### src/rtl/mem_arbiter_if.sv
// mem_arbiter_if: requester, grant/response and memory-side signals of mem_arbiter
interface mem_arbiter_if #(
  parameter int ADDR_W = 32,
  parameter int DATA_W = 32
);
  logic              i_i_req;
  logic [ADDR_W-1:0] i_i_addr;
  logic              o_i_gnt;
  logic              o_i_rvalid;
  logic [DATA_W-1:0] o_i_rdata;
  logic              i_d_req;
  logic [ADDR_W-1:0] i_d_addr;
  logic              i_d_wren;
  logic [DATA_W-1:0] i_d_wdata;
  logic [DATA_W/8-1:0] i_d_bmask;
  logic              i_d_lock;
  logic              o_d_gnt;
  logic              o_d_rvalid;
  logic [DATA_W-1:0] o_d_rdata;
  logic [ADDR_W-1:0] o_mem_addr;
  logic [DATA_W-1:0] o_mem_wdata;
  logic [DATA_W/8-1:0] o_mem_bmask;
  logic              o_mem_wren;
  logic [DATA_W-1:0] i_mem_rdata;
  modport slave (
    input  i_i_req, i_i_addr, i_d_req, i_d_addr, i_d_wren, i_d_wdata, i_d_bmask, i_d_lock, i_mem_rdata,
    output o_i_gnt, o_i_rvalid, o_i_rdata, o_d_gnt, o_d_rvalid, o_d_rdata,
           o_mem_addr, o_mem_wdata, o_mem_bmask, o_mem_wren
  );
  modport master (
    output i_i_req, i_i_addr, i_d_req, i_d_addr, i_d_wren, i_d_wdata, i_d_bmask, i_d_lock, i_mem_rdata,
    input  o_i_gnt, o_i_rvalid, o_i_rdata, o_d_gnt, o_d_rvalid, o_d_rdata,
           o_mem_addr, o_mem_wdata, o_mem_bmask, o_mem_wren
  );
endinterface

### src/rtl/mem_arbiter.sv
// mem_arbiter: round-robin I/D arbiter for one shared memory, with D-side lock and registered read data.
// ARB_FIXED_PRIO_EN: when defined, idle contention always goes to D.
module mem_arbiter #(
  parameter int ADDR_W = 32,
  parameter int DATA_W = 32,
  parameter int CNT_W  = 16
) (
  input  logic             i_clk,
  input  logic             i_reset_n,
  mem_arbiter_if.slave     bus,
  output logic [CNT_W-1:0] o_conflict_cnt
);
  typedef enum logic {IDLE, LOCKED} state_t;
  state_t r_state, w_state_nx;
  logic r_last_d, w_last_d_nx, w_i_win, w_d_win, w_deny;
  logic r_i_rvalid, r_d_rvalid;
  logic [DATA_W-1:0] r_i_rdata, r_d_rdata;
  logic [CNT_W-1:0] r_cnt;
  always_comb begin
    w_i_win = 1'b0;
    w_d_win = 1'b0;
    w_state_nx = r_state;
    w_last_d_nx = r_last_d;
    if (i_reset_n) begin
      if (r_state == LOCKED) w_d_win = bus.i_d_req;
      else if (bus.i_i_req && bus.i_d_req) begin
`ifdef ARB_FIXED_PRIO_EN
        w_d_win = 1'b1;
`else
        w_d_win = !r_last_d;
`endif
        w_i_win = !w_d_win;
      end else begin
        w_i_win = bus.i_i_req;
        w_d_win = bus.i_d_req;
      end
    end
    if (w_d_win) w_state_nx = bus.i_d_lock ? LOCKED : IDLE;
`ifndef ARB_FIXED_PRIO_EN
    if (r_state == IDLE && (w_i_win || w_d_win)) w_last_d_nx = w_d_win;
`endif
  end
  assign w_deny          = (bus.i_i_req && !w_i_win) || (bus.i_d_req && !w_d_win);
  assign bus.o_i_gnt     = w_i_win;
  assign bus.o_d_gnt     = w_d_win;
  assign bus.o_mem_addr  = w_d_win ? bus.i_d_addr : bus.i_i_addr;
  assign bus.o_mem_wdata = w_d_win ? bus.i_d_wdata : '0;
  assign bus.o_mem_bmask = w_d_win ? bus.i_d_bmask : '0;
  assign bus.o_mem_wren  = w_d_win && bus.i_d_wren;
  assign bus.o_i_rvalid  = r_i_rvalid;
  assign bus.o_i_rdata   = r_i_rdata;
  assign bus.o_d_rvalid  = r_d_rvalid;
  assign bus.o_d_rdata   = r_d_rdata;
  assign o_conflict_cnt  = r_cnt;
  // read data is captured on the same edge that commits a write, so D sees the pre-write word
  always_ff @(posedge i_clk or negedge i_reset_n) begin
    if (!i_reset_n) begin
      r_state    <= IDLE;
      r_last_d   <= 1'b1;
      r_i_rvalid <= 1'b0;
      r_d_rvalid <= 1'b0;
      r_i_rdata  <= '0;
      r_d_rdata  <= '0;
      r_cnt      <= '0;
    end else begin
      r_state    <= w_state_nx;
      r_last_d   <= w_last_d_nx;
      r_i_rvalid <= w_i_win;
      r_d_rvalid <= w_d_win;
      if (w_i_win) r_i_rdata <= bus.i_mem_rdata;
      if (w_d_win) r_d_rdata <= bus.i_mem_rdata;
      if (w_deny && r_cnt != '1) r_cnt <= r_cnt + 1'b1;
    end
  end
endmodule

### src/flat_wrapper.sv
// flat-port wrapper written by rule: the top's interface ports become plain ports
module mem_arbiter_flat 
#(
  parameter int ADDR_W = 32,
  parameter int DATA_W = 32,
  parameter int CNT_W  = 16
)
  (i_clk, i_reset_n, o_conflict_cnt, bus_i_i_req, bus_i_i_addr, bus_i_d_req, bus_i_d_addr, bus_i_d_wren, bus_i_d_wdata, bus_i_d_bmask, bus_i_d_lock, bus_i_mem_rdata, bus_o_i_gnt, bus_o_i_rvalid, bus_o_i_rdata, bus_o_d_gnt, bus_o_d_rvalid, bus_o_d_rdata, bus_o_mem_addr, bus_o_mem_wdata, bus_o_mem_bmask, bus_o_mem_wren);
  mem_arbiter_if #(.ADDR_W(ADDR_W), .DATA_W(DATA_W)) bus_i ();
  input  logic i_clk;
  input  logic i_reset_n;
  output logic [CNT_W-1:0] o_conflict_cnt;
  input wire logic [$bits(bus_i.i_i_req)-1:0] bus_i_i_req;
  input wire logic [$bits(bus_i.i_i_addr)-1:0] bus_i_i_addr;
  input wire logic [$bits(bus_i.i_d_req)-1:0] bus_i_d_req;
  input wire logic [$bits(bus_i.i_d_addr)-1:0] bus_i_d_addr;
  input wire logic [$bits(bus_i.i_d_wren)-1:0] bus_i_d_wren;
  input wire logic [$bits(bus_i.i_d_wdata)-1:0] bus_i_d_wdata;
  input wire logic [$bits(bus_i.i_d_bmask)-1:0] bus_i_d_bmask;
  input wire logic [$bits(bus_i.i_d_lock)-1:0] bus_i_d_lock;
  input wire logic [$bits(bus_i.i_mem_rdata)-1:0] bus_i_mem_rdata;
  output wire logic [$bits(bus_i.o_i_gnt)-1:0] bus_o_i_gnt;
  output wire logic [$bits(bus_i.o_i_rvalid)-1:0] bus_o_i_rvalid;
  output wire logic [$bits(bus_i.o_i_rdata)-1:0] bus_o_i_rdata;
  output wire logic [$bits(bus_i.o_d_gnt)-1:0] bus_o_d_gnt;
  output wire logic [$bits(bus_i.o_d_rvalid)-1:0] bus_o_d_rvalid;
  output wire logic [$bits(bus_i.o_d_rdata)-1:0] bus_o_d_rdata;
  output wire logic [$bits(bus_i.o_mem_addr)-1:0] bus_o_mem_addr;
  output wire logic [$bits(bus_i.o_mem_wdata)-1:0] bus_o_mem_wdata;
  output wire logic [$bits(bus_i.o_mem_bmask)-1:0] bus_o_mem_bmask;
  output wire logic [$bits(bus_i.o_mem_wren)-1:0] bus_o_mem_wren;
  assign bus_i.i_i_req = bus_i_i_req;
  assign bus_i.i_i_addr = bus_i_i_addr;
  assign bus_i.i_d_req = bus_i_d_req;
  assign bus_i.i_d_addr = bus_i_d_addr;
  assign bus_i.i_d_wren = bus_i_d_wren;
  assign bus_i.i_d_wdata = bus_i_d_wdata;
  assign bus_i.i_d_bmask = bus_i_d_bmask;
  assign bus_i.i_d_lock = bus_i_d_lock;
  assign bus_i.i_mem_rdata = bus_i_mem_rdata;
  assign bus_o_i_gnt = bus_i.o_i_gnt;
  assign bus_o_i_rvalid = bus_i.o_i_rvalid;
  assign bus_o_i_rdata = bus_i.o_i_rdata;
  assign bus_o_d_gnt = bus_i.o_d_gnt;
  assign bus_o_d_rvalid = bus_i.o_d_rvalid;
  assign bus_o_d_rdata = bus_i.o_d_rdata;
  assign bus_o_mem_addr = bus_i.o_mem_addr;
  assign bus_o_mem_wdata = bus_i.o_mem_wdata;
  assign bus_o_mem_bmask = bus_i.o_mem_bmask;
  assign bus_o_mem_wren = bus_i.o_mem_wren;
  mem_arbiter #(.ADDR_W(ADDR_W), .DATA_W(DATA_W), .CNT_W(CNT_W)) u_core (.i_clk(i_clk), .i_reset_n(i_reset_n), .bus(bus_i), .o_conflict_cnt(o_conflict_cnt));
endmodule
### config.mk
export PLATFORM = sky130hd
export DESIGN_NAME = mem_arbiter_flat
export DESIGN_NICKNAME = d
export VERILOG_FILES = /design/src/rtl/mem_arbiter_if.sv /design/src/rtl/mem_arbiter.sv /design/src/flat_wrapper.sv
export SDC_FILE = /design/constraint.sdc
export NUM_CORES = 1
export LEC_CHECK = 0
export ABC_AREA = 1
export BUFFER_PORTS_ARGS = -buffer_cell sky130_fd_sc_hd__buf_4
export CORE_AREA = 5 5 109 111
export CTS_BUF_LIST = sky130_fd_sc_hd__clkbuf_8 sky130_fd_sc_hd__clkbuf_16
export DETAILED_ROUTE_END_ITERATION = 8
export DIE_AREA = 0 0 114 116
export PLACE_DENSITY = 0.75
export SYNTH_ARGS = -nofsm -noshare
export SYNTH_HDL_FRONTEND = slang
export SYNTH_SLANG_ARGS = --single-unit
export TNS_END_PERCENT = 10
### constraint.sdc
create_clock -name i_clk -period 4.1 [get_ports i_clk]
set_input_delay 0.615 -clock i_clk [delete_from_list [all_inputs] [get_ports i_clk]]
set_output_delay 0.615 -clock i_clk [all_outputs]
set_load 0.01 [all_outputs]
* Word-level counts from Yosys, hierarchy flattened
Cells that the tools add are included.
** Cells by class
- Shift-type cells :: 0
- Reduce and logical (&&, ||, !) cells :: 11
- Multiplexer cells :: 10
- Eq/ne operators :: 1
- Add/sub/neg operators :: 1
- Multiply operators :: 0
- Order comparisons :: 0
- Bitwise logic cells :: 1
- Div/mod/pow operators :: 0
** Operator list (count)
- $mux 32 :: 2
- $add 16x1->16 const B :: 1
- $ne 16x16->1 const B :: 1
- $mux 1 :: 7
- $logic_and 1x1->1 :: 6
- $mux 4 :: 1
- $logic_not 1->1 :: 3
- $logic_or 1x1->1 :: 2
- $not 1->1 :: 1
** Word-level totals
- Bits in registers :: 84
- Bits of input ports :: 138
- Output and inout port bits :: 153
- Latch bits :: 0
- Memories :: 0
- Memory bits (writable) :: 0
- Bits in read-only memories :: 0
- Logic and storage cells :: 31

* Logic depth before layout (Yosys ltp)
Gate-level depths: netlist of run 1.
- Depth in word-level cells :: 8
- Mapped depth :: 10
- Depth with buffers taken out :: 9

* Least setup slack after synthesis of run 1
No wires, ideal clock.
- Kind :: input-to-output
- Start :: input i_reset_n
- End :: output bus_o_mem_addr[22]
- Data required time :: 3485 ps
- Stages on the path :: 7
- Buffers on the path :: 1
- Path slack :: 2034 ps
- Data arrival time :: 1451 ps
- Cells stage by stage :: nand2_1 -> inv_1 -> nand2_2 -> clkinv_1 -> clkbuf_1 -> nand2_1 -> nand2_1
** On the way
- Word-level cells in the longest chain between the ends :: 2
** RTL lines
- start, declared :: line flat_wrapper.sv:11 : input logic i_reset_n;
- $mux 1 :: line mem_arbiter.sv:24 : if (i_reset_n) begin
- via bus_o_d_gnt :: line flat_wrapper.sv:25 : output wire logic [$bits(bus_i.o_d_gnt)-1:0] bus_o_d_gnt;
- $mux 32 :: line mem_arbiter.sv:46 : assign bus.o_mem_addr = w_d_win ? bus.i_d_addr : bus.i_i_addr;
- end, declared :: line flat_wrapper.sv:28 : output wire logic [$bits(bus_i.o_mem_addr)-1:0] bus_o_mem_addr;
The timed path passes the listed nets, and every way through them passes these cells.

* Final worst setup path of run 1
- Start :: register u_core.r_last_d
- End :: output bus_o_mem_addr[13]
** On the way
- Word-level cells in the longest chain between the ends :: 5
** RTL lines
- start, declared :: line mem_arbiter.sv:15 : logic r_last_d, w_last_d_nx, w_i_win, w_d_win, w_deny;
- start signal, assigned :: line mem_arbiter.sv:67 : r_last_d <= w_last_d_nx;
- $logic_not 1->1 :: line mem_arbiter.sv:30 : w_d_win = !r_last_d;
- $mux 1 :: line mem_arbiter.sv:26 : else if (bus.i_i_req && bus.i_d_req) begin
- $mux 1 :: line mem_arbiter.sv:25 : if (r_state == LOCKED) w_d_win = bus.i_d_req;
- $mux 1 :: line mem_arbiter.sv:24
- $mux 32 :: line mem_arbiter.sv:46
Every way passes these cells.

==> summary.md, run 1 <==
| Metric | Value |
|---|---|
| Final worst path period share | 82.4% |
| Outcome | finished, final reports clean |
| Number of buffers inserted by port buffering | 290 |
| Cell variety after synth | 20 |
| Die Footprint | 13,200 µm² |
| Total number of clock tree sinks | 84 |
| Utilization of the core after routing | 62.4% |
| Share of the synthesized area in the top cell type | 49.0% |
| Transition time at the pin with the least slew margin | 0.957 ns |
| Congestion Overflow GR | 0 |
| Leak Pwr | 3.92 nW |
| Number of cells upsized or downsized after cts | 0 |
| Data arrival time of the worst path | 2.76 ns |
| Total of fill cells in the finished design | 980 |
| Largest stage delay on the critical path | 0.85 ns |
| Sequential share of the synthesized area | 49.6% |
| Final count of hold timing violations | 0 |
| DRT iter0 DRCs | 244 |
| Drc violations | 0 |
| Area of placed instances | 6490 µm² |
| Clock tree buffer depth | 2 |
| Setup TNS | 0 ns |
| Global-route wire length before repair | 24.0 mm |
| Top cells by area, synth | sky130_fd_sc_hd__dfrtp_1 49%, sky130_fd_sc_hd__nand2_1 21%, sky130_fd_sc_hd__o21ai_0 8.3% |
| Length in cells of the worst reg-to-reg path | 9 |
| Antenna violations before repair | 0 |
| Origin of the critical flop-to-flop path | u_core.r_last_d |
| Most Frequent Cell on Critical Path | sky130_fd_sc_hd__nand2_1 |
| Top achievable clock speed | 0.296 GHz |
| Max cap viols | 0 |
| Crit path kind | reg -> out |
| Worst Hold Class | in -> async |
| Slew margin rel. | 35.8% |
| Worst setup slack after placement | 0.947 ns |
| Final number of setup-violating endpoints | 0 |
| Worst path cell trace | nand3_1 -> nand2_4 -> clkinv_1 -> nand2_1 -> nand2_1 -> buf_4 |
| Final Critical Period | 3.38 ns |
| Cell count after synthesis | 590 |
| Avg Vias per Cell | 4.63 |
| Global placer's final weighted congestion | 0.871 |
| Hold Buf Count CTS | 0 |
| Remaining antenna violation count after routing | 0 |
| Final std cell area, no fill | 6680 µm² |
| Most frequent standard cell in the layout excluding fill and tap cells | sky130_fd_sc_hd__buf_4 |
| CTS clock-pin slew for the worst setup and hold paths | 0.09 ns |
| Count of nets after finishing | 1,007 |
| Worst setup EP type | output port |
| Critical path's slowest cell | sky130_fd_sc_hd__clkinv_1 |
| HPWL Detailed | 12.4 mm |
| Vias in the first global route | 4,695 |
| Total placed cells including tap cells | 997 |
| Most used cells in the layout excluding fill and tap cells | 294 x sky130_fd_sc_hd__buf_4, 240 x sky130_fd_sc_hd__nand2_1, 87 x sky130_fd_sc_hd__inv_1 |
| Overall global routing resource usage | 22.7% |
| Clock tree root driver cell | sky130_fd_sc_hd__clkbuf_8 |
| Most common flop cell mapped by yosys | sky130_fd_sc_hd__dfrtp_1 |
| Die W | 114 µm |
| Flops & latches, synth | 84 |
| Worst setup slack for register-to-register paths | 1.21 ns |
| Setup skew after layout | 0.0156 ns |
| Sort of element at the start of the critical path | register |
| Data required time at the worst endpoint | 3.48 ns |
| I/O pin count | 291 |
| Total via count in the routed design | 4,688 |
| Cell taking the most area after synthesis | sky130_fd_sc_hd__dfrtp_1 |
| Worst flop-to-flop path endpoint | u_core.o_conflict_cnt[9] |
| Share of post-route cells with drive strength above 1 | 36.7% |
| Netlist area before placement | 4240 µm² |
| Number of flops mapped to enable cells by yosys | 0 |
| Final worst-path setup slack | 0.720 ns |
| # Post-CTS Setup Buffers | 0 |
| Setup repair after global routing missed its margin | false |
| Router iterations before antenna repair | 5 |
| Total wirelength of the detailed-routed design | 15.5 mm |
| Number of synthesis warnings | 0 |
| Max-slew violations | 0 |
| Area delta synth->final | 57.5% |
| Average wire per cell in the routed design | 15.3 µm |
| CTS tree | done |
| Skew-Pair Late Insertion Delay | 0.35 ns |
| TritonCTS buffer count | 9 |
| Die Height | 116 µm |
| Largest driver fanout on the critical path | 40 |
| Post-synth net total | 729 |
| Peak VDD IR | 0.260 mV |
| Async set or reset register ratio after synthesis | 100% |
| Total core area | 10,700 µm² |
| Number of levels the H-tree was split into | 3 |
| Pwr/cell area | 427 nW/µm² |
| Cell Rows | 38 |
| Diodes inserted | 0 |
| Final Non-Filler Cells | 1,013 |
| Synthesized area divided by synthesized cell count | 7.19 µm² |
| Starting density of the core | 39.6% |
| Pin count of the biggest net entering global routing | 98 |
## stage by stage
stage                     power [mW]  hold slack, ns
after CTS                       2.89           0.348
after floorplan                 1.66           0.319
after detailed placement        2.33           0.474
after global placement          2.30           0.463
final                           2.85           0.334
after global routing            3.06           0.365
## worst max path at each step
stage / from / end / cells past startpoint
global placement: i_reset_n / u_core.o_conflict_cnt[10] / 11
detailed placement: bus_i_i_req / bus_o_mem_addr[17] / 7
global route: u_core.r_last_d / bus_o_mem_addr[9] / 6
floorplan: i_reset_n / bus_o_mem_addr[22] / 7
CTS: u_core.r_last_d / bus_o_mem_addr[17] / 6
finish: u_core.r_last_d / bus_o_mem_addr[13] / 6
## worst max-delay path: cells and delay by family, from the launching register on
family,cells,cell delay [ns]
buf+inv,2,1.00
flops,1,0.57
simple gates,4,0.82
## power by group
part	leakage [nW]	internal [mW]	switching, mW
clock network	0.0864	0.241	0.312
logic	2.78	0.547	0.536
registers	1.06	1.05	0.166
## layer usage
metal	GRT usage, %	vias to the layer above	wire length (µm)
met3	5.48	15	1470
met2	38.8	202	7880
met5	0	-	0
met4	5.78	0	184
met1	28.9	2154	5960
li1	-	2317	-
## layout make-up
| cell class | instances | area (µm²) | area share [%] |
|---|---|---|---|
| Clock buffer | 10 | 138 | 2.06 |
| Clock inverter | 6 | 47.5 | 0.712 |
| Inverter | 88 | 330 | 4.94 |
| Multi-Input combinational cell | 391 | 1680 | 25.1 |
| Sequential cell | 84 | 2100 | 31.5 |
| Tap cell | 140 | 175 | 2.62 |
| Timing Repair Buffer | 294 | 2210 | 33.0 |
## registers in the layout (all words and copies together) (netlist names)
name and cells:
u_core.bus.o_d_rdata 32, u_core.bus.o_d_rvalid 1, u_core.bus.o_i_rdata 32, u_core.bus.o_i_rvalid 1, u_core.o_conflict_cnt 16, u_core.r_last_d 1
u_core.r_state 1
## Yosys cell counts (2+ instances only)
cell                         n
sky130_fd_sc_hd__nand3_1     8
sky130_fd_sc_hd__nand2_2     5
sky130_fd_sc_hd__nand2_1   240
sky130_fd_sc_hd__inv_1      87
sky130_fd_sc_hd__xnor2_1     6
sky130_fd_sc_hd__dfrtp_1    83
sky130_fd_sc_hd__nor2_4      2
sky130_fd_sc_hd__clkbuf_1   14
sky130_fd_sc_hd__buf_2      11
sky130_fd_sc_hd__nand4_1     6
sky130_fd_sc_hd__nor2_1     50
sky130_fd_sc_hd__o21ai_0    70
## logic make-up (layout without fill, tap and decap cells)
kind of cell / Yosys count / after routing / synth area share [%]
adders and majority gates: 1 / 1 / 0.295
and+or+nand+nor: 313 / 313 / 29.4
AOI/OAI and AO/OA: 70 / 70 / 8.26
xor gates and xnor gates: 7 / 7 / 1.45
buffers and inverters: 115 / 398 / 11.1
DFF: 84 / 84 / 49.6
Power figures use the tool's default switching activity.
==> run 2: changes to the inputs <==
CORE_AREA = default   (was 5 5 109 111)
CORE_MARGIN = 5   (was default)
CORE_UTILIZATION = 38   (was default)
DIE_AREA = default   (was 0 0 114 116)
clock period = 2.8 ns   (was 4.1 ns; I/O delays follow)
==> run 2 against run 1 <==
Global-route usage is 1.8 points lower. Final cell count is 0.30% higher. Setup slack worse by 0.29 ns. Via count is 4.8% lower. Clock-buffer cell count is 1 lower. Utilization is 0.59 points lower. Routed wire length is 4.5% lower. Flip-flop and latch count stayed put. Combinational power is 46% higher. Critical path depth stayed put. Die area is 1.1% higher. First-iteration DRC count is 14% higher. Critical endpoint is now bus_o_mem_addr[27].
==> summary.md, run 2 (synthesized netlist as in run 1, its figures left out) <==
| Metric | Value |
|---|---|
| Total of fill cells in the finished design | 995 (was 980) |
| Met1 demand-to-capacity share in global routing | 27.7% (was 28.9%) |
| Final Critical Period | 2.37 ns |
| Data arrival time of the worst path | 1.95 ns (was 2.76 ns) |
| Skew-Pair Late Insertion Delay | 0.35 ns (about the same) |
| Setup skew after layout | 0.0144 ns (was 0.0156 ns) |
| Total power draw | 4.28 mW (was 2.85 mW) |
| Net Sw Frac | 35.1% (was 35.5%) |
| Net switching component of the power | 1.50 mW (was 1.01 mW) |
| Pwr/cell area | 636 nW/µm² (was 427 nW/µm²) |
| Cell Rows | 38 (unchanged) |
| Most used cells in the layout excluding fill and tap cells | 297 x sky130_fd_sc_hd__buf_4, 240 x sky130_fd_sc_hd__nand2_1, 87 x sky130_fd_sc_hd__inv_1 (was 294 x sky130_fd_sc_hd__buf_4, 240 x sky130_fd_sc_hd__nand2_1, 87 x sky130_fd_sc_hd__inv_1) |
| Die Height | 116 µm (about the same) |
| Overall global routing resource usage | 20.8% (was 22.7%) |
| Data required time at the worst endpoint | 2.38 ns (was 3.48 ns) |
| Leak Pwr | 3.96 nW (was 3.92 nW) |
| TritonCTS buffer count | 9 (unchanged) |
| Starting density of the core | 39.0% (was 39.6%) |
| Worst path cell trace | nand3_1 -> nand2_4 -> buf_4 -> nand2_1 -> nand2_1 -> buf_4 (was nand3_1 -> nand2_4 -> clkinv_1 -> nand2_1 -> nand2_1 -> buf_4) |
| # Post-CTS Setup Buffers | 0 (unchanged) |
| Router iterations before antenna repair | 4 (was 5) |
| Sequential Power Share | 41.4% (was 42.7%) |
| Number of cells upsized or downsized after cts | 0 (unchanged) |
| Setup TNS | 0 ns (unchanged) |
| Sort of element at the start of the critical path | register (unchanged) |
| Total number of clock tree sinks | 84 (unchanged) |
| Final worst path period share | 84.6% |
| Clock tree buffer depth | 2 (unchanged) |
| Average wire per cell in the routed design | 14.6 µm (was 15.3 µm) |
| Outcome | finished, final reports clean (unchanged) |
| Count of nets after finishing | 1,010 (was 1,007) |
| Grt met3 use | 6.95% (was 5.48%) |
| Global-route wire length before repair | 22.1 mm (was 24.0 mm) |
| Slew margin rel. | 57.5% (was 35.8%) |
| Setup repair after global routing missed its margin | false (unchanged) |
| Final number of setup-violating endpoints | 0 (unchanged) |
| Number of buffers inserted by port buffering | 290 (unchanged) |
| Transition time at the pin with the least slew margin | 0.637 ns (was 0.957 ns) |
| Max-slew violations | 0 (unchanged) |
| Worst setup EP type | output port (unchanged) |
| Vias in the first global route | 4,371 (was 4,695) |
| Cell type group with the largest total delay on the critical path | flip-flops (was buffers and inverters) |
| Antenna violations before repair | 0 (unchanged) |
| Hold Buf Count CTS | 0 (unchanged) |
| Most frequent standard cell in the layout excluding fill and tap cells | sky130_fd_sc_hd__buf_4 (unchanged) |
| Final count of hold timing violations | 0 (unchanged) |
| Pin count of the biggest net entering global routing | 66 (was 98) |
| Area delta synth->final | 58.8% (was 57.5%) |
| Die Footprint | 13,400 µm² (was 13,200 µm²) |
| Largest stage delay on the critical path | 0.55 ns (was 0.85 ns) |
| Share of post-route cells with drive strength above 1 | 36.9% (was 36.7%) |
| Utilization of the core after routing | 61.9% (was 62.4%) |
| Congestion Overflow GR | 0 (unchanged) |
| Max cap viols | 0 (unchanged) |
| Global placer's final weighted congestion | 0.853 (was 0.871) |
| Diodes inserted | 0 (unchanged) |
| Total via count in the routed design | 4,465 (was 4,688) |
| Worst Hold Class | in -> async (unchanged) |
| Peak VDD IR | 0.410 mV (was 0.260 mV) |
| CTS tree | done (unchanged) |
| Critical path's slowest cell | sky130_fd_sc_hd__dfstp_2 (was sky130_fd_sc_hd__clkinv_1) |
| Worst Path Buf+Inv | 2 (unchanged) |
| Total core area | 10,900 µm² (was 10,700 µm²) |
| Logic pwr share | 36.8% (was 38.0%) |
| Number of levels the H-tree was split into | 3 (unchanged) |
| Clock network power share | 21.8% (was 19.4%) |
| Clock tree root driver cell | sky130_fd_sc_hd__clkbuf_8 (unchanged) |
| Fraction of met2 tracks used by global routing | 33.1% (was 38.8%) |
| Avg Vias per Cell | 4.39 (was 4.63) |
| GR peak layer | met2 (unchanged) |
| HPWL Detailed | 11.6 mm (was 12.4 mm) |
| Length in cells of the worst reg-to-reg path | 8 (was 9) |
| DRT iter0 DRCs | 278 (was 244) |
| Die W | 116 µm (was 114 µm) |
| Remaining antenna violation count after routing | 0 (unchanged) |
| CTS clock-pin slew for the worst setup and hold paths | 0.10 ns (was 0.09 ns) |
| Crit path kind | reg -> out (unchanged) |
| Internal Dissipation | 2.78 mW (was 1.84 mW) |
| I/O pin count | 291 (unchanged) |
| Top achievable clock speed | 0.422 GHz |
| Total wirelength of the detailed-routed design | 14.8 mm (was 15.5 mm) |
| Drc violations | 0 (unchanged) |
| Largest driver fanout on the critical path | 48 (was 40) |
| Count of cell instances traversed by the critical path | 6 (unchanged) |
-- run 2: area by class of cell --
cell class | count | area [µm²] | share of cell area (%)
Clock buffer | 9 | 124 | 1.84
Clock inverter | 7 | 93.8 | 1.39
Inverter | 88 | 330 | 4.90
Multi-Input combinational cell | 391 | 1680 | 24.9
Sequential cell | 84 | 2100 | 31.2
Tap cell | 140 | 175 | 2.60
Timing Repair Buffer | 297 | 2230 | 33.1
-- run 2: stage by stage --
stage          setup slack, ns  hold slack (ns)  cells  cell area, µm²
2_1_floorplan             1.06            0.124    590            4240
3_3_place_gp             0.786            0.469   1000            6520
3_5_place_dp             0.772            0.473   1000            6520
5_1_grt                  0.268            0.157   1016            6740
4_1_cts                  0.406            0.132   1016            6740
6_report                 0.432            0.145   1016            6740
-- run 2: worst paths after layout --
path | start | end | slack, ns
max | u_core.r_last_d | bus_o_mem_addr[27] | 0.43
min | i_reset_n | u_core.bus.o_d_rdata[0] | 0.15
max reg2reg | u_core.o_conflict_cnt[0] | u_core.o_conflict_cnt[15] | 0.81
min reg2reg | u_core.bus.o_d_rdata[31] | u_core.bus.o_d_rdata[31] | 0.49
max in group asynchronous | i_reset_n | u_core.bus.o_i_rdata[20] | 2.14
min in group i_clk | bus_i_d_lock | u_core.r_state | 0.30
-- run 2: power by group through the flow --
stage	Sequential, mW	Combinational (mW)	Clock [mW]
3_5_place_dp	1.79	1.60	0
6_report	1.77	1.58	0.933
5_1_grt	1.83	1.73	1.02
3_3_place_gp	1.79	1.58	0
4_1_cts	1.78	1.60	0.965
2_1_floorplan	1.92	0.512	0
-- run 2: metal layers --
metal | up-vias | routed length, µm
li1 | 2327 | -
met1 | 1964 | 6200
met2 | 164 | 7040
met3 | 10 | 1400
met4 | 0 | 162
met5 | - | 0
==> run 3: changes to the inputs <==
clock period = 1.9 ns   (was 2.8 ns; I/O delays follow)
==> run 3 against run 2 <==
The flow now finishes with violations (negative setup slack). Non-clock buffer count increased by 10. Hold slack got worse by 0.12 ns. Combinational power is 56% higher. Utilization is 2.4 points higher. First-iteration DRC count is 9.4% lower. Via count up 2.7%. Clock-buffer cell count up 1. Critical path depth up 1. Final cell count increased by 0.98%. Routed wire length increased by 4.1%. Largest power group unchanged. Flip-flop and latch count did not move. Setup slack lost 0.48 ns.
==> summary.md, run 3 (synthesized netlist as in run 1, its figures left out) <==
| Metric | Value |
|---|---|
| Outcome | finished, violations left (was finished, final reports clean) |
| Violated checks | negative setup slack |
| Skew-Pair Late Insertion Delay | 0.35 ns (about the same) |
| Peak VDD IR | 0.665 mV (was 0.410 mV) |
| Router iterations before antenna repair | 5 (was 4) |
| Most frequent standard cell in the layout excluding fill and tap cells | sky130_fd_sc_hd__buf_4 (unchanged) |
| Clock tree root driver cell | sky130_fd_sc_hd__clkbuf_8 (unchanged) |
| TritonCTS buffer count | 9 (unchanged) |
| Slew margin rel. | 70.9% (was 57.5%) |
| Pwr/cell area | 914 nW/µm² (was 636 nW/µm²) |
| Global placer's final weighted congestion | 0.832 (was 0.853) |
| Critical path's slowest cell | sky130_fd_sc_hd__dfstp_2 (unchanged) |
| Drc violations | 0 (unchanged) |
| Final worst path period share | 103% |
| Congestion Overflow GR | 0 (unchanged) |
| Die Height | 116 µm (unchanged) |
| Number of levels the H-tree was split into | 3 (unchanged) |
| Total of fill cells in the finished design | 1,022 (was 995) |
| Sort of element at the start of the critical path | register (unchanged) |
| Remaining antenna violation count after routing | 0 (unchanged) |
| Average wire per cell in the routed design | 15.0 µm (was 14.6 µm) |
| Final std cell area, no fill | 7000 µm² (was 6740 µm²) |
| Setup skew after layout | 0.0142 ns (was 0.0144 ns) |
| Cell Rows | 38 (unchanged) |
| CTS clock-pin slew for the worst setup and hold paths | 0.09 ns (was 0.10 ns) |
| Worst setup slack after placement | 0.205 ns (was 0.772 ns) |
| Data required time at the worst endpoint | 1.62 ns (was 2.38 ns) |
| Area delta synth->final | 64.9% (was 58.8%) |
| Starting density of the core | 39.0% (unchanged) |
| Setup TNS | -0.594 ns (was 0 ns) |
| DRT iter0 DRCs | 252 (was 278) |
| Worst path cell trace | nand3_4 -> nand2_8 -> inv_8 -> clkbuf_16 -> nand2_1 -> nand2_1 -> buf_4 (was nand3_1 -> nand2_4 -> buf_4 -> nand2_1 -> nand2_1 -> buf_4) |
| Leak Pwr | 4.08 nW (was 3.96 nW) |
| Number of buffers inserted by port buffering | 290 (unchanged) |
| Total number of clock tree sinks | 84 (unchanged) |
| Avg Vias per Cell | 4.47 (was 4.39) |
| Die Footprint | 13,400 µm² (unchanged) |
| Total wirelength of the detailed-routed design | 15.4 mm (was 14.8 mm) |
| Overall global routing resource usage | 20.3% (was 20.8%) |
| Global-route wire length before repair | 21.3 mm (was 22.1 mm) |
| Total core area | 10,900 µm² (unchanged) |
| Final number of setup-violating endpoints | 29 (was 0) |
| Utilization of the core after routing | 64.2% (was 61.9%) |
| Diodes inserted | 0 (unchanged) |
| Most used cells in the layout excluding fill and tap cells | 295 x sky130_fd_sc_hd__buf_4, 238 x sky130_fd_sc_hd__nand2_1, 86 x sky130_fd_sc_hd__inv_1 (was 297 x sky130_fd_sc_hd__buf_4, 240 x sky130_fd_sc_hd__nand2_1, 87 x sky130_fd_sc_hd__inv_1) |
| Largest stage delay on the critical path | 0.57 ns (was 0.55 ns) |
| Hold Buf Count CTS | 0 (unchanged) |
| Register Area | 2100 µm² (unchanged) |
| Data arrival time of the worst path | 1.66 ns (was 1.95 ns) |
| Max-slew violations | 0 (unchanged) |
| HPWL Detailed | 11.4 mm (was 11.6 mm) |
| Most Frequent Cell on Critical Path | sky130_fd_sc_hd__nand2_1 |
| Area of the multi-input gates | 1710 µm² (was 1680 µm²) |
| Final worst-path setup slack | -0.0490 ns (was 0.432 ns) |
| Worst Hold Class | in -> async (unchanged) |
| Setup repair after global routing missed its margin | true (was false) |
| Crit path kind | reg -> out (unchanged) |
| Final count of hold timing violations | 0 (unchanged) |
| Die W | 116 µm (unchanged) |
| I/O pin count | 291 (unchanged) |
| Pin count of the biggest net entering global routing | 86 (was 66) |
| Transition time at the pin with the least slew margin | 0.436 ns (was 0.637 ns) |
| Top achievable clock speed | 0.513 GHz |
| CTS tree | done (unchanged) |
| Antenna violations before repair | 0 (unchanged) |
| Total via count in the routed design | 4,586 (was 4,465) |
| Vias in the first global route | 4,233 (was 4,371) |
| Count of nets after finishing | 1,020 (was 1,010) |
| Worst setup EP type | output port (unchanged) |
| Max cap viols | 0 (unchanged) |
| Area of placed instances | 6580 µm² (was 6520 µm²) |
| Share of post-route cells with drive strength above 1 | 38.3% (was 36.9%) |
| Final Critical Period | 1.95 ns |
| Largest driver fanout on the critical path | 9 (was 48) |
| Clock tree buffer depth | 2 (unchanged) |
==> run 3: cell types whose count changed in the layout (fill, tap and decap cells not counted), moves of 2 or more <==
| cell | previous run | this run |
|---|---|---|
| sky130_fd_sc_hd__nand2_1 | 240 | 238 |
| sky130_fd_sc_hd__buf_4 | 297 | 295 |
| sky130_fd_sc_hd__buf_16 | 0 | 2 |
| sky130_fd_sc_hd__clkbuf_16 | 0 | 4 |
| sky130_fd_sc_hd__buf_6 | 0 | 3 |
| sky130_fd_sc_hd__clkinv_4 | 0 | 2 |
| sky130_fd_sc_hd__buf_12 | 0 | 3 |
| sky130_fd_sc_hd__nand2_2 | 4 | 6 |
==> run 3: report_power, final <==
group / total, mW / internal [mW] / switching, mW
Sequential: 2.61 / 2.27 / 0.341
Clock: 1.32 / 0.656 / 0.667
Combinational: 2.46 / 1.28 / 1.18
==> run 3: cell type report <==
| cell class | count | area share [%] |
|---|---|---|
| sequential | 84 | 30.1 |
| multi-input combinational | 391 | 24.4 |
| tap | 140 | 2.50 |
| inverter | 88 | 4.83 |
| clock buffer | 10 | 1.97 |
| timing repair buffer | 307 | 35.2 |
| clock inverter | 6 | 1.00 |
==> run 3: repair_timing <==
item / in CTS / in global routing
gates cloned: 1 / 5
resized for setup: 7 / 8
buffers inserted: 3 / 1
endpoints found under the setup margin: 70 / 71
pin swaps: 1 / 2
==> run 3: final timing paths <==
path / startpoint / to / slack, ns / cells after the start
setup / recovery: u_core.r_last_d / bus_o_mem_addr[21] / -0.05 / 7
hold / removal: i_reset_n / u_core.bus.o_d_rdata[10] / 0.02 / 2
setup reg to reg: u_core.r_last_d / u_core.o_conflict_cnt[8] / 0.21 / 9
hold reg to reg: u_core.r_state / u_core.r_last_d / 0.49 / 1
max in group asynchronous: i_reset_n / u_core.r_last_d / 1.56 / 2
min in group i_clk: bus_i_d_lock / u_core.r_state / 0.17 / 3
==> run 3: worst max-delay path: cells and delay by family (launching register included) <==
family | cells | cell delay [ns]
buffers and inverters | 3 | 0.37
DFF | 1 | 0.57
and+or+nand+nor | 4 | 0.37
==> run 3: stage by stage <==
step,hold WS [ns],instances,power (mW)
4_1_cts,0.0244,1021,6.39
3_5_place_dp,0.414,1001,5.01
3_3_place_gp,0.420,1001,4.98
5_1_grt,0.0299,1026,6.84
2_1_floorplan,-0.0106,590,3.58
6_report,0.0217,1026,6.39
==> run 3: routing by layer <==
layer	part of all wire, %	track usage (%)
met4	1.7	5.65
met2	47	31.1
met3	9.5	6.89
met1	42	27.6
met5	0	0
